## src/rtl/puf_pkg.sv

```systemverilog
// rtl/puf_pkg.sv - shared types, constants and window decode for the PUF measurement controller
// Contents:
//   puf_state_e  controller state encoding
//   WIN_BASE     shortest measurement window in cycles
//   CHAL_W       challenge (oscillator-pair select) width
//   WIN_CNT_W    width of the phase timer, large enough for the 512-cycle window
//   window_len() window_cfg -> window length in cycles
package puf_pkg;

    typedef enum logic [2:0] {
        S_IDLE,
        S_CLEAR,
        S_RUN,
        S_SETTLE,
        S_SAMPLE,
        S_DONE
    } puf_state_e;

    localparam int WIN_BASE  = 64;
    localparam int CHAL_W    = 5;
    localparam int WIN_CNT_W = 10;

    function automatic logic [WIN_CNT_W-1:0] window_len(input logic [1:0] cfg);
        return WIN_CNT_W'(WIN_BASE) << cfg;
    endfunction

endpackage

```

## src/rtl/puf_measure_ctrl_if.sv

```systemverilog
// rtl/puf_measure_ctrl_if.sv - request/response channel between a host and the PUF measurement controller
// Signals:
//   start       host -> ctrl  one-cycle run request
//   seed        host -> ctrl  first challenge of the run
//   window_cfg  host -> ctrl  window length select (64 << window_cfg)
//   resp_ready  host -> ctrl  response accepted
//   busy        ctrl -> host  run in progress
//   resp        ctrl -> host  response byte
//   resp_valid  ctrl -> host  response present
//   tie_flag    ctrl -> host  some challenge had equal counts
//   sat_flag    ctrl -> host  some count reached 8'hFF
// Modports: master = controller side, slave = host side.
interface puf_measure_ctrl_if;
    import puf_pkg::*;

    logic              start;
    logic [CHAL_W-1:0] seed;
    logic [1:0]        window_cfg;
    logic              resp_ready;
    logic              busy;
    logic [7:0]        resp;
    logic              resp_valid;
    logic              tie_flag;
    logic              sat_flag;

    modport master (
        input  start, seed, window_cfg, resp_ready,
        output busy, resp, resp_valid, tie_flag, sat_flag
    );

    modport slave (
        output start, seed, window_cfg, resp_ready,
        input  busy, resp, resp_valid, tie_flag, sat_flag
    );

endinterface

```

## src/rtl/puf_window_timer.sv

```systemverilog
// rtl/puf_window_timer.sv - loadable down-counter timing the CLEAR, RUN and SETTLE phases
// Ports:
//   clk       in   system clock
//   rst_n     in   asynchronous reset, active-high
//   load      in   load load_val and arm the timer
//   load_val  in   phase length minus one
//   done      out  single-cycle pulse in the last cycle of the loaded phase
module puf_window_timer
    import puf_pkg::*;
(
    input  logic                 clk,
    input  logic                 rst_n,
    input  logic                 load,
    input  logic [WIN_CNT_W-1:0] load_val,
    output logic                 done
);

    logic [WIN_CNT_W-1:0] cnt_q;
    logic                 armed_q;

    // Loading N-1 makes the phase last N cycles: done fires while the count
    // sits at zero, then the timer disarms so done never repeats.
    always_ff @(posedge clk or posedge rst_n) begin
        if (rst_n) begin
            cnt_q   <= '0;
            armed_q <= 1'b0;
        end else if (load) begin
            cnt_q   <= load_val;
            armed_q <= 1'b1;
        end else if (armed_q) begin
            if (cnt_q == '0) begin
                armed_q <= 1'b0;
            end else begin
                cnt_q <= cnt_q - 1'b1;
            end
        end
    end

    assign done = armed_q && (cnt_q == '0);

endmodule

```

## src/rtl/puf_measure_ctrl.sv

```systemverilog
// rtl/puf_measure_ctrl.sv - ring-oscillator PUF measurement sequencer producing an NBITS response byte
// Ports:
//   clk        in   system clock
//   rst_n      in   asynchronous reset, active-high
//   bus        if   request/response channel (master modport)
//   count_a/b  in   frozen edge counts of the two oscillator banks
//   osc_en     out  oscillator bank enable
//   cnt_clr    out  edge counter clear
//   mux_sel    out  challenge driven to both bank muxes
module puf_measure_ctrl
    import puf_pkg::*;
#(
    parameter int NBITS      = 8,
    parameter int CLR_CYC    = 2,
    parameter int SETTLE_CYC = 2
) (
    input  logic               clk,
    input  logic               rst_n,
    puf_measure_ctrl_if.master bus,
    input  logic [7:0]         count_a,
    input  logic [7:0]         count_b,
    output logic               osc_en,
    output logic               cnt_clr,
    output logic [CHAL_W-1:0]  mux_sel
);

    puf_state_e           state_q, state_d;
    logic [2:0]           k_q;
    logic [1:0]           win_cfg_q;
    logic [7:0]           resp_q;
    logic                 resp_valid_q;
    logic                 busy_q;
    logic                 tie_q;
    logic                 sat_q;
    logic                 tmr_load;
    logic                 tmr_done;
    logic [WIN_CNT_W-1:0] tmr_val;
    logic                 last_chal;
    logic                 start_acc;
    logic                 cmp_gt;
    logic                 cmp_tie;
    logic                 cmp_sat;

    assign last_chal = (k_q == 3'(NBITS - 1));
    assign start_acc = (state_q == S_IDLE) && bus.start;

    assign cmp_gt  = count_a > count_b;
    assign cmp_tie = count_a == count_b;
    assign cmp_sat = (count_a == 8'hFF) || (count_b == 8'hFF);

    assign bus.busy       = busy_q;
    assign bus.resp       = resp_q;
    assign bus.resp_valid = resp_valid_q;
    assign bus.tie_flag   = tie_q;
    assign bus.sat_flag   = sat_q;

    puf_window_timer u_timer (
        .clk      (clk),
        .rst_n    (rst_n),
        .load     (tmr_load),
        .load_val (tmr_val),
        .done     (tmr_done)
    );

    // Every phase-entering transition reloads the timer with the length of
    // the phase being entered.
    always_comb begin
        state_d  = state_q;
        tmr_load = 1'b0;
        tmr_val  = '0;
        case (state_q)
            S_IDLE: begin
                if (bus.start) begin
                    state_d  = S_CLEAR;
                    tmr_load = 1'b1;
                    tmr_val  = WIN_CNT_W'(CLR_CYC - 1);
                end
            end
            S_CLEAR: begin
                if (tmr_done) begin
                    state_d  = S_RUN;
                    tmr_load = 1'b1;
                    tmr_val  = window_len(win_cfg_q) - 1'b1;
                end
            end
            S_RUN: begin
                if (tmr_done) begin
                    state_d  = S_SETTLE;
                    tmr_load = 1'b1;
                    tmr_val  = WIN_CNT_W'(SETTLE_CYC - 1);
                end
            end
            S_SETTLE: begin
                if (tmr_done) begin
                    state_d = S_SAMPLE;
                end
            end
            S_SAMPLE: begin
                if (last_chal) begin
                    state_d = S_DONE;
                end else begin
                    state_d  = S_CLEAR;
                    tmr_load = 1'b1;
                    tmr_val  = WIN_CNT_W'(CLR_CYC - 1);
                end
            end
            S_DONE: begin
                if (bus.resp_ready) begin
                    state_d = S_IDLE;
                end
            end
            default: state_d = S_IDLE;
        endcase
    end

    // Outputs are registered from the next state so they change on the same
    // edge as the state register. mux_sel itself carries seed + k: it is
    // loaded with seed on start and bumped with k, wrapping at 5 bits.
    always_ff @(posedge clk or posedge rst_n) begin
        if (rst_n) begin
            state_q      <= S_IDLE;
            osc_en       <= 1'b0;
            cnt_clr      <= 1'b1;
            mux_sel      <= '0;
            resp_q       <= '0;
            resp_valid_q <= 1'b0;
            busy_q       <= 1'b0;
            tie_q        <= 1'b0;
            sat_q        <= 1'b0;
            k_q          <= '0;
            win_cfg_q    <= '0;
        end else begin
            state_q      <= state_d;
            osc_en       <= (state_d == S_RUN);
            cnt_clr      <= (state_d == S_CLEAR);
            resp_valid_q <= (state_d == S_DONE);
            busy_q       <= (state_d != S_IDLE);
            if (start_acc) begin
                win_cfg_q <= bus.window_cfg;
                mux_sel   <= bus.seed;
                k_q       <= '0;
                resp_q    <= '0;
                tie_q     <= 1'b0;
                sat_q     <= 1'b0;
            end
            if (state_q == S_SAMPLE) begin
                resp_q[k_q] <= cmp_gt;
                tie_q       <= tie_q | cmp_tie;
                sat_q       <= sat_q | cmp_sat;
                if (!last_chal) begin
                    k_q     <= k_q + 1'b1;
                    mux_sel <= mux_sel + 1'b1;
                end
            end
        end
    end

endmodule

```

## src/flat_wrapper.sv

```systemverilog
// flat-port wrapper written by rule: the top's interface ports become plain ports
module puf_measure_ctrl_flat import puf_pkg::*;
#(
    parameter int NBITS      = 8,
    parameter int CLR_CYC    = 2,
    parameter int SETTLE_CYC = 2
)
  (clk, rst_n, count_a, count_b, osc_en, cnt_clr, mux_sel, bus_start, bus_seed, bus_window_cfg, bus_resp_ready, bus_busy, bus_resp, bus_resp_valid, bus_tie_flag, bus_sat_flag);
  puf_measure_ctrl_if bus_i ();
  input  logic clk;
  input  logic rst_n;
  input  logic [7:0] count_a;
  input  logic [7:0] count_b;
  output logic osc_en;
  output logic cnt_clr;
  output logic [CHAL_W-1:0] mux_sel;
  input wire logic [$bits(bus_i.start)-1:0] bus_start;
  input wire logic [$bits(bus_i.seed)-1:0] bus_seed;
  input wire logic [$bits(bus_i.window_cfg)-1:0] bus_window_cfg;
  input wire logic [$bits(bus_i.resp_ready)-1:0] bus_resp_ready;
  output wire logic [$bits(bus_i.busy)-1:0] bus_busy;
  output wire logic [$bits(bus_i.resp)-1:0] bus_resp;
  output wire logic [$bits(bus_i.resp_valid)-1:0] bus_resp_valid;
  output wire logic [$bits(bus_i.tie_flag)-1:0] bus_tie_flag;
  output wire logic [$bits(bus_i.sat_flag)-1:0] bus_sat_flag;
  assign bus_i.start = bus_start;
  assign bus_i.seed = bus_seed;
  assign bus_i.window_cfg = bus_window_cfg;
  assign bus_i.resp_ready = bus_resp_ready;
  assign bus_busy = bus_i.busy;
  assign bus_resp = bus_i.resp;
  assign bus_resp_valid = bus_i.resp_valid;
  assign bus_tie_flag = bus_i.tie_flag;
  assign bus_sat_flag = bus_i.sat_flag;
  puf_measure_ctrl #(.NBITS(NBITS), .CLR_CYC(CLR_CYC), .SETTLE_CYC(SETTLE_CYC)) u_core (.clk(clk), .rst_n(rst_n), .bus(bus_i), .count_a(count_a), .count_b(count_b), .osc_en(osc_en), .cnt_clr(cnt_clr), .mux_sel(mux_sel));
endmodule
```

## config.mk

```make
export PLATFORM = sky130hd
export DESIGN_NAME = puf_measure_ctrl_flat
export DESIGN_NICKNAME = d
export VERILOG_FILES = /design/src/rtl/puf_pkg.sv /design/src/rtl/puf_measure_ctrl_if.sv /design/src/rtl/puf_window_timer.sv /design/src/rtl/puf_measure_ctrl.sv /design/src/flat_wrapper.sv
export SDC_FILE = /design/constraint.sdc
export NUM_CORES = 1
export LEC_CHECK = 0
export CAP_MARGIN = 20
export CORE_ASPECT_RATIO = 0.5
export CORE_MARGIN = 2
export CORE_UTILIZATION = 56
export DETAILED_ROUTE_END_ITERATION = 8
export GPL_ROUTABILITY_DRIVEN = 0
export GPL_TIMING_DRIVEN = 0
export PLACE_DENSITY = 0.85
export SYNTH_ARGS = -nofsm -noshare
export SYNTH_HDL_FRONTEND = slang
export SYNTH_HIERARCHICAL = 1
export SYNTH_SLANG_ARGS = --single-unit
```

## constraint.sdc

```tcl
create_clock -name clk -period 5.3 [get_ports clk]
set_clock_uncertainty 0.1 [all_clocks]
set_input_delay 1.06 -clock clk [delete_from_list [all_inputs] [get_ports clk]]
set_output_delay 1.06 -clock clk [all_outputs]
set_load 0.01 [all_outputs]
```

==> results_dict.tcl <==
set metrics [dict create \
    use_met3_pct 5.99 \
    r2r_setup_slack_ns 2.00 \
    grt_pass1_vias 2064 \
    maxSlewHeadroom_pct 42.7 \
    synth-simple-area-share_pct 27.7 \
    cts_htree_levels 2 \
    fmax_ghz 0.303 \
    setup.worst_path.start "u_core/u_timer/cnt_q[0]" \
    area_growth_pct 25.9 \
    die_x_um 96.8 \
    cp_num_buf_inv 1 \
    synthMuxAreaShare_pct 1.76 \
    path_cells "inv_1 > ha_1 > nor4b_1 > nand2_1 > nor3_1 > nand2_1 > nor3_1 > and2_1 > nor2_1 > a31oi_1" \
    hpwl_um 4110 \
    synth_top_family_by_area "simple AND/OR/NAND/NOR gates" \
    synthFlopType "dfrtp_1" \
    vias 2115 \
    antenna_found_initial 0 \
    yosys.area.top_type "dfrtp_1" \
    power.density_nw_per_um2 368 \
    critPathMaxStageDelay_ns 0.70 \
    clk_latency_ns 0.29 \
    clk_path_buf_depth 2 \
    yosysTopAreaCellShare_pct 38.4 \
    met2_usage_pct 40.3 \
    fin_crit_ns 3.30 \
    worst_pin_slew_ns 0.853 \
    viasPerCell 5.86 \
    synth_area_sq_um 2410 \
    synth-seq-cells 38 \
    path_class "flop to flop" \
    ys_seq_area_share_pct 39.5 \
    wire_per_inst_um 15.4 \
    finalCritPeriodShare_pct 62.3 \
    cap_viol_max_count 0 \
    run_status "completed" \
    initial_core_util_pct 59.9 \
    fp-row-count 16 \
    synth_compound_area_share_pct 18.3 \
    clk_pin_slew_ns 0.07 \
    required_ns 5.42 \
    antenna_left 0 \
    cts_tree "yes" \
    syn_avg_cell_area_sq_um 9.49 \
    tns_ns 0 \
    cp.arrival_ns 3.42 \
    clock_sinks 38 \
    synth_cells 254 \
    synth_edf_count 0 \
    async_reset_ff_share_pct 100 \
    netlist-cell-type-count 60 \
    synth_most_common_cell "dfrtp_1" \
    whs_ns 0.388 \
    drt-total-wl_um 5560 \
    leakagePower_nw 1.29 \
    grt_setup_unrepaired "false" \
    syn-num-nets 293 \
    start_kind "flop" \
    fill_cells 292 \
    drive_above_1_share_pct 13.0 \
    slew_viol_final 0 \
    dr.pass1.iters 4 \
    cp.depth 10 \
    cp_max_fo 8 \
    grt_max_degree 28 \
    hold_class "flop to flop" \
    crit_path_top_delay_cell "nor3_1" \
    worstRegToRegCells 10 \
    dp_slack_ns 1.97 \
    fin_ws_ns 2.00 \
    ys_warn_count 6 \
    drtIter0Drc 126 \
    synth_common_cells "dfrtp_1 (37), nand2_1 (29), nor2_1 (22)" \
    fin_cells 361 \
    nets 346 \
    hp-start "u_core/bus.resp[3]" \
    synthAdderAreaFrac_pct 6.23 \
    grt_use_met1_pct 30.4 \
    drc 0 \
    r2r_start "u_core/u_timer/cnt_q[0]" \
    synth_xor_area_share_pct 1.09 \
    grt_pass1_wl_um 9320 \
    antenna_cells 0 \
    cts_setup_buffers 0 \
    grt_busiest_layer "met2" \
    cts_buffers 5 \
    cp_top_family "simple AND/OR/NAND/NOR gates" \
    dp.cells 353 \
    ctsResizeCount 0 \
    yosys-top-cells-area "dfrtp_1 (38%), ha_1 (6.2%), nand2_1 (4.5%)" \
    holdPathStages 2 \
    peakVddDrop_v 0.000149 \
    core_sq_um 4020 \
    setup_viol 0 \
    grt_usage_pct 23.7 \
    die_h_um 50.4 \
    die_area_sq_um 4880 \
    hold_viol_final 0 \
    grt_overflow_total 0 \
    cts_hold_buf 0 \
    cts-root-buf "clkbuf_8" \
    crit_path_end_kind "flop" \
    portBuffers 45 \
    ios 46 \
]
-- layout by cell type, fill, tap and decap left out, drive strengths merged, types with 9 or more instances in the layout --
cell type and instances:
buf 9, clkdlybuf4s50 45, inv 16, nor2 22
nand4 12, dfrtp 37, ha 12, o21ai 20
nand2 30, a21oi 17
-- final timing paths --
check / endpoint
setup / recovery: u_core/u_timer/cnt_q[7]
hold / removal: u_core/bus.resp[3]
setup reg to reg: u_core/u_timer/cnt_q[7]
max in group asynchronous: u_core/state_q[2]
min in group asynchronous: u_core/win_cfg_q[0]
hold reg to reg: u_core/bus.resp[3]
-- worst min-delay path: stages, from the launching register on --
cell     delay (ns)
dfrtp_1        0.35
nand2_1        0.05
o21ai_0        0.06
-- stage by stage --
stage	power (mW)	area [sq um]	utilization (%)
after floorplan	0.764	2410	-
after global placement	0.900	2930	72.8
after detailed placement	0.926	2930	72.8
after CTS	1.12	3010	74.8
after global routing	1.20	3040	75.4
final	1.12	3040	75.4
-- power by group --
part	switching, mW	internal [mW]	leakage (nW)
Sequential	0.101	0.384	0.478
Clock	0.0976	0.0882	0.0438
Combinational	0.218	0.229	0.772
-- sequential cells by signal, indices dropped and copies added, names as in the netlist --
name                    flops
u_core/bus.busy             1
u_core/bus.resp             8
u_core/bus.resp_valid       1
u_core/bus.sat_flag         1
u_core/bus.tie_flag         1
u_core/cnt_clr              1
u_core/k_q                  3
u_core/mux_sel              5
u_core/osc_en               1
u_core/state_q              3
u_core/u_timer/armed_q      1
u_core/u_timer/cnt_q       10
u_core/win_cfg_q            2
-- routing by layer --
layer / vias up / wire length [um]
li1: 1029 / -
met4: 0 / 25
met2: 63 / 2740
met1: 1019 / 2510
met3: 4 / 275
met5: - / 0
-- cells by family after synthesis --
kind of cell    after synthesis
other cells                   1
flops                        38
xor+xnor                      3
simple gates                111
compound gates               59
buf+inv                      26
fa+ha+maj                    12
mux                           4
-- cell type report --
| cell class | count | area [sq um] | area share, % |
|---|---|---|---|
| plain buffers | 9 | 63.8 | 2.10 |
| clock buffers | 5 | 68.8 | 2.27 |
| clock inverters | 2 | 10.0 | 0.330 |
| inverters | 17 | 63.8 | 2.10 |
| multi-input cells | 190 | 1330 | 43.9 |
| flip-flops and latches | 38 | 952 | 31.4 |
| well taps | 54 | 67.6 | 2.23 |
| repair buffers | 46 | 478 | 15.7 |
Note: power is estimated with default switching activity, not from simulation.
